<file path="src/rtl/m_7seg_sched.sv">
// Round-robin scheduler sharing one 8-digit display among four requesters.
// Optional macro M_7SEG_SCHED_TAG_EN: show the granted index on digit 7.
module m_7seg_sched #(
  parameter int unsigned DWELL = 800000
) (
  input  logic         w_clk,
  input  logic         w_rst_n,
  input  logic [3:0]   w_req,
  input  logic [127:0] w_val,
  input  logic         w_hold,
  output logic [31:0]  r_dout,
  output logic [3:0]   r_gnt,
  output logic [3:0]   r_done,
  output logic         r_busy
);

  typedef enum logic {
    IDLE,
    SHOW
  } state_t;

  localparam logic [31:0] LAST = 32'(DWELL - 1);

  state_t      r_state;
  state_t      s_state_nx;
  logic [1:0]  r_last;
  logic [1:0]  s_last_nx;
  logic [31:0] r_cnt;
  logic [31:0] s_cnt_nx;
  logic [31:0] s_dout_nx;
  logic [3:0]  s_gnt_nx;
  logic [3:0]  s_done_nx;
  logic        s_busy_nx;

  logic        s_win_vld;
  logic [1:0]  s_win_idx;
  logic [1:0]  s_probe;
  logic [31:0] s_sel_val;
  logic [31:0] s_show_val;
  logic        s_rearb;

  // Round-robin search starting just after the last grant
  always_comb begin
    s_win_vld = 1'b0;
    s_win_idx = r_last;
    s_probe   = r_last;
    for (int k = 0; k < 4; k++) begin
      s_probe = s_probe + 2'd1;
      if (!s_win_vld && w_req[s_probe]) begin
        s_win_vld = 1'b1;
        s_win_idx = s_probe;
      end
    end
  end

  // Value of the granted requester, optionally tagged with its index
  always_comb begin
    s_sel_val = w_val[{r_last, 5'd0} +: 32];
`ifdef M_7SEG_SCHED_TAG_EN
    s_show_val = {2'b00, r_last, s_sel_val[27:0]};
`else
    s_show_val = s_sel_val;
`endif
  end

  // Next-state and next-output decode
  always_comb begin
    s_state_nx = r_state;
    s_last_nx  = r_last;
    s_cnt_nx   = r_cnt;
    s_dout_nx  = r_dout;
    s_gnt_nx   = r_gnt;
    s_done_nx  = 4'b0000;
    s_busy_nx  = r_busy;
    s_rearb    = 1'b0;

    unique case (r_state)
      IDLE: begin
        if (|w_req)
          s_rearb = 1'b1;
      end
      SHOW: begin
        s_dout_nx = s_show_val;
        if (!w_req[r_last]) begin
          s_rearb = 1'b1;
        end else if (w_hold) begin
          s_cnt_nx = r_cnt;
        end else if (r_cnt == LAST) begin
          s_done_nx[r_last] = 1'b1;
          s_rearb = 1'b1;
        end else begin
          s_cnt_nx = r_cnt + 32'd1;
        end
      end
      default: s_state_nx = IDLE;
    endcase

    if (s_rearb) begin
      s_cnt_nx = 32'd0;
      if (s_win_vld) begin
        s_state_nx = SHOW;
        s_gnt_nx   = 4'b0001 << s_win_idx;
        s_last_nx  = s_win_idx;
        s_busy_nx  = 1'b1;
      end else begin
        s_state_nx = IDLE;
        s_gnt_nx   = 4'b0000;
        s_busy_nx  = 1'b0;
      end
    end
  end

  // State and output registers with synchronous reset
  always_ff @(posedge w_clk) begin
    if (!w_rst_n) begin
      r_state <= IDLE;
      r_last  <= 2'd3;
      r_cnt   <= 32'd0;
      r_dout  <= 32'd0;
      r_gnt   <= 4'b0000;
      r_done  <= 4'b0000;
      r_busy  <= 1'b0;
    end else begin
      r_state <= s_state_nx;
      r_last  <= s_last_nx;
      r_cnt   <= s_cnt_nx;
      r_dout  <= s_dout_nx;
      r_gnt   <= s_gnt_nx;
      r_done  <= s_done_nx;
      r_busy  <= s_busy_nx;
    end
  end

endmodule

</file>
<file path="config.mk">
export PLATFORM = sky130hd
export DESIGN_NAME = m_7seg_sched
export DESIGN_NICKNAME = d
export VERILOG_FILES = /design/src/rtl/m_7seg_sched.sv
export SDC_FILE = /design/constraint.sdc
export NUM_CORES = 1
export LEC_CHECK = 0
export CORE_MARGIN = 4
export CORE_UTILIZATION = 42
export CTS_CLUSTER_SIZE = 20
export DETAILED_ROUTE_END_ITERATION = 10
export PLACE_DENSITY = 0.78
export SLEW_MARGIN = 10
export SYNTH_ARGS = -nofsm -noshare
export SYNTH_HDL_FRONTEND = slang
export SYNTH_SLANG_ARGS = --single-unit
</file>
<file path="constraint.sdc">
create_clock -name w_clk -period 2.4 [get_ports w_clk]
set_input_delay 0.24 -clock w_clk [delete_from_list [all_inputs] [get_ports w_clk]]
set_output_delay 0.24 -clock w_clk [all_outputs]
set_load 0.01 [all_outputs]
</file>
# Word level (Yosys, flattened, before mapping)
# Index checks and enable logic that the tools add are counted.
# totals
register_bits	75
in_bits	135
output_inout_bits	41
wordCells	64
# op_classes
add_sub_neg	5
order_cmp	6
eq_ne	1
shifts	2
muxes	27
bitwise_logic	5
n_reduce_logical	12
# ops
operator	n
indexed part select 128 x 8 -> 32 bit	1
adder 32 x 1 -> 32 bit (second input constant)	1
== test 32 x 20 -> 1 bit (second input constant)	1
< comparator 2 x 3 -> 1 bit (second input constant)	5
two-way mux 1 bit	15
binary-select mux 1 bit (select 2 bit)	5
adder 2 x 1 -> 2 bit (second input constant)	4
two-way mux 2 bit	4
inverter 1 bit	5
OR reduction 5 bit	1
logical AND 1 bit	4
two-way mux 4 bit	1
AND reduction 4 bit	1
OR reduction 4 bit	1
left shift 1 x 2 -> 4 bit (first input constant)	1
logical NOT 1 bit	3
demux 1 bit (select 2 bit)	1
>= comparator 2 x 1 -> 1 bit (second input constant)	1
one-hot mux 1 bit (2 select lines)	1
AND reduction 2 bit	1
OR reduction 2 bit	1

# Logic depth before layout (Yosys ltp)
# depth
depth_word	15
ltp_mapped	9
mapped_depth_nobuf	7

# Worst setup path after synthesis
# OpenSTA, ideal clock, no wires.
# synth_path
kind	register -> register
startpoint	register r_last[1]
endpoint	register r_last[1]
setup_ps	122
arrival_time_ps	2018
required_time_ps	2278
setup_slack_ps	261
path_stages_with_launch	10
n_path_buf	2
synth_period_minus_slack_ps	2139
cell_sequence	dfxtp_1 -> buf_6 -> clkbuf_1 -> inv_1 -> ha_1 -> a21oi_1 -> o22ai_1 -> a21oi_1 -> and2_1 -> a221o_1
# synth_between
elab_chain_len	14
word_cells_on_any_way	31
classes_between	add/sub: 4; mux: 20; reduce/logical: 7
# synth_lines
item	line_no	rtl
start: declaration	26	logic [1:0] r_last;
start signal: assignment	125	r_last <= s_last_nx;
branches (longest 14 deep; another with adder 2 x 1 -> 2 bit)	-	
# Several ways; the timed one is not identified. The select of a mux whose other input is x is not followed.
# A chain may end at the register's enable or synchronous reset.

# Worst setup path in the final report
# layout_path
startpoint	register r_cnt[9]
endpoint	register r_cnt[26]
# layout_between
elab_chain_len	6
word_cells_on_any_way	9
classes_between	add/sub: 1; eq/ne: 1; mux: 4; bitwise: 1; reduce/logical: 2
# layout_lines
item	line_no	rtl
start: declaration	28	logic [31:0] r_cnt;
start signal: assignment	126	r_cnt <= s_cnt_nx;
== test 32 x 20 -> 1 bit	88	end else if (r_cnt == LAST) begin
two-way mux 1 bit	88	
two-way mux 1 bit	86	end else if (w_hold) begin
two-way mux 1 bit	84	if (!w_req[r_last]) begin
one-hot mux 1 bit (2 select lines)	77	unique case (r_state)
OR reduction 2 bit (no source line)	-	
# Several ways; a longest one is shown, not always the timed one.

==> results_dict.tcl <==
set metrics [dict create \
    status "finished, final reports clean" \
    synth-edff-count 0 \
    clkSlewWorstSetupHoldPaths_ns 0.08 \
    path_class "flip-flop to flip-flop" \
    clk_path_buf_depth 2 \
    dr.first_iter.drc_count 178 \
    synth_fa_ha_area_share_pct 1.50 \
    detail_route.vias_per_cell 5.61 \
    worst_ep_arrival_time_ns 2.50 \
    final_cell_mix "175 x clkdlybuf4s50_1, 73 x dfxtp_1, 39 x nor2_1, 33 x mux4_2, 33 x mux2i_1" \
    pwr-share-clk_pct 30.0 \
    p_comb_share_pct 33.0 \
    async_flop_share_pct 0 \
    grt_usage_pct 23.1 \
    antenna_found_initial 0 \
    cts_tree "done" \
    finalHoldViolations 0 \
    max_freq_mhz 450 \
    crit_fanout 10 \
    finalWeightedCongestion 0.891 \
    first_pass_iters 4 \
    worst_pin_slew_ns 0.683 \
    syn_inst 422 \
    cts_sinks 75 \
    path_cells "nand4_2 -> or2_1 -> or4_1 -> or3_1 -> a21oi_1" \
    yosys_warnings 0 \
    n_antenna_cell 0 \
    cts_buffers 9 \
    fp.dieH_um 108 \
    synth.distinct_cells 45 \
    portBuffers 175 \
    grt_pass1_vias 4238 \
    postCtsSetupRepairBufs 0 \
    fin_util_pct 65.4 \
    power_density_mw_per_mm2 596 \
    htree_levels 3 \
    final_nets 739 \
    synthTopCellsByArea "dfxtp_1 36%, mux4_2 18%, mux2i_1 7.9%, a21oi_1 3.6%, nor2_1 3.5%" \
    die_area_mm2 0.0116 \
    fin_tns_setup_ns 0 \
    internal_power_mw 2.76 \
    drc 0 \
    cts-root-buf "clkbuf_8" \
    row_count 36 \
    synth_compound_area_share_pct 11.0 \
    finClkSkew_ns 0.00878 \
    synth_mux_area_share_pct 25.7 \
    pin_count 176 \
    wl_per_cell_um 18.2 \
    p_sw_mw 1.03 \
    grt_start_max_net_pins 37 \
    syn_to_final_growth_pct 52.4 \
    wl_um 13400 \
    worstHoldPathType "flip-flop to flip-flop" \
    start_util_pct 42.9 \
    setup-violations-final 0 \
    core-area_mm2 0.00973 \
    dp_hpwl_um 10600 \
    finalCritPeriodShare_pct 92.7 \
    grt_pass1_wl_um 21100 \
    maxSlewHeadroom_pct 54.0 \
    critPathLaunchType "flip-flop" \
    postSynthAreaPerCell_um2 9.90 \
    irDropWorstVdd_mv 0.350 \
    synth_top_cell_by_area "dfxtp_1" \
    ant_nets 0 \
    crit_path_end_kind "flip-flop" \
    rsz0062_at_grt "no" \
    netSwitchingFraction_pct 27.1 \
    cap_violations 0 \
    cpPeakStageDelay_ns 0.67 \
    drive_above_1_share_pct 12.1 \
    period_needed_ns 2.22 \
    vias 4135 \
    syn_nets 562 \
    synth_top_cell_area_share_pct 35.9 \
    cp_data_required_time_ns 2.68 \
    synth-xor-area-share_pct 0.839 \
    drv_slew 0 \
    ys_ff_latch 75 \
    synth_top_family_by_area "multiplexers" \
    final_common_cell "clkdlybuf4s50_1" \
    slowest_stage "or4_1" \
    die_w_um 108 \
    seq_power_share_pct 37.0 \
    overflow 0 \
    insertion_delay_ns 0.35 \
    syn-cell-area_mm2 0.00418 \
    synth-main-ff-cell "dfxtp_1" \
    ctsHoldBuffers 0 \
    p_leak_nw 2.25 \
    yosysSeqAreaShare_pct 35.9 \
    synthSimpleGateAreaFrac_pct 21.4 \
]
-- registers in the layout (all words and copies together), names as in the netlist --
| register | count |
|---|---|
| r_dout | 32 |
| r_done | 4 |
| r_gnt | 4 |
| r_last | 2 |
| r_state | 1 |
| r_cnt | 32 |
-- timing repair --
item,in CTS,in global routing
resized for setup,0,2
endpoints found under the setup margin,0,9
hold endpoints to repair,0,0
-- synthesized netlist by cell type (2+ instances only) --
cell / number
ha_1: 5
nand2_1: 19
nor3_1: 2
o31ai_1: 11
o21ai_0: 17
nor4_1: 11
nand3_1: 14
a221o_1: 2
inv_1: 8
nor2b_1: 3
a32o_1: 4
nand4_1: 12
mux4_2: 33
or4_1: 18
clkbuf_1: 14
and2_1: 12
buf_2: 10
and3_1: 4
mux2i_1: 33
xor2_1: 4
a31oi_1: 2
o41ai_1: 2
and4_1: 4
or3_1: 16
a21oi_1: 30
dfxtp_1: 75
nor2_1: 39
-- path summary, 6_finish.rpt --
path	start	to	slack [ns]	cells past startpoint
worst max register to register	r_cnt[9]	r_cnt[26]	0.18	5
worst min-delay path	r_gnt[1]	r_gnt[1]	0.48	1
worst max-delay path	r_cnt[9]	r_cnt[26]	0.18	5
worst min register to register	r_gnt[1]	r_gnt[1]	0.48	1
-- power by group through the flow --
stage	clock network, mW	registers [mW]	logic, mW
detailed placement	0	1.43	1.26
finish	1.14	1.40	1.25
global route	1.22	1.42	1.35
CTS	1.16	1.40	1.27
floorplan	0	1.46	0.668
global placement	0	1.42	1.24
-- final cells by class --
cell class	instances	area (um^2)
flip-flops and latches	75	1500
multi-input cells	312	2530
repair buffers	192	1890
clock buffers	13	169
well taps	133	166
clock inverters	3	68.8
fillers	805	3370
inverters	9	33.8
-- metal layers --
| metal | GRT usage, % | part of all wire, % | wire length (um) | vias to the layer above |
|---|---|---|---|---|
| met5 | 0 | 0 | 0 | - |
| met3 | 10.3 | 9.8 | 1320 | 17 |
| met4 | 6.85 | 1.8 | 240 | 0 |
| met2 | 39.9 | 52 | 6970 | 149 |
| met1 | 25.6 | 37 | 4900 | 1991 |
| li1 | - | - | - | 1978 |
-- critical path: cells and delay by family (launching register included) --
kind	cells	cell delay, ns
DFF	1	0.42
and+or+nand+nor	4	1.58
AOI/OAI and AO/OA	1	0.16
-- metrics by stage --
step,cells,setup WS (ns),cell area [um^2],power [mW],hold slack (ns)
6_report,737,0.176,6360,3.79,0.475
5_1_grt,737,0.00150,6360,3.99,0.508
4_1_cts,737,0.117,6360,3.82,0.477
3_5_place_dp,721,-0.0889,6120,2.69,0.458
3_3_place_gp,721,-0.0366,6120,2.66,0.457
2_1_floorplan,422,0.261,4180,2.13,0.390
-- logic make-up (layout without fill, tap and decap cells) --
logic type,count (synthesis),in the layout
muxes,66,66
xor gates and xnor gates,4,4
adders and majority gates,5,5
AOI/OAI and AO/OA,75,75
buffers and inverters,35,217
DFF,75,75
and+or+nand+nor,162,162
Note: power is estimated with default switching activity, not from simulation.
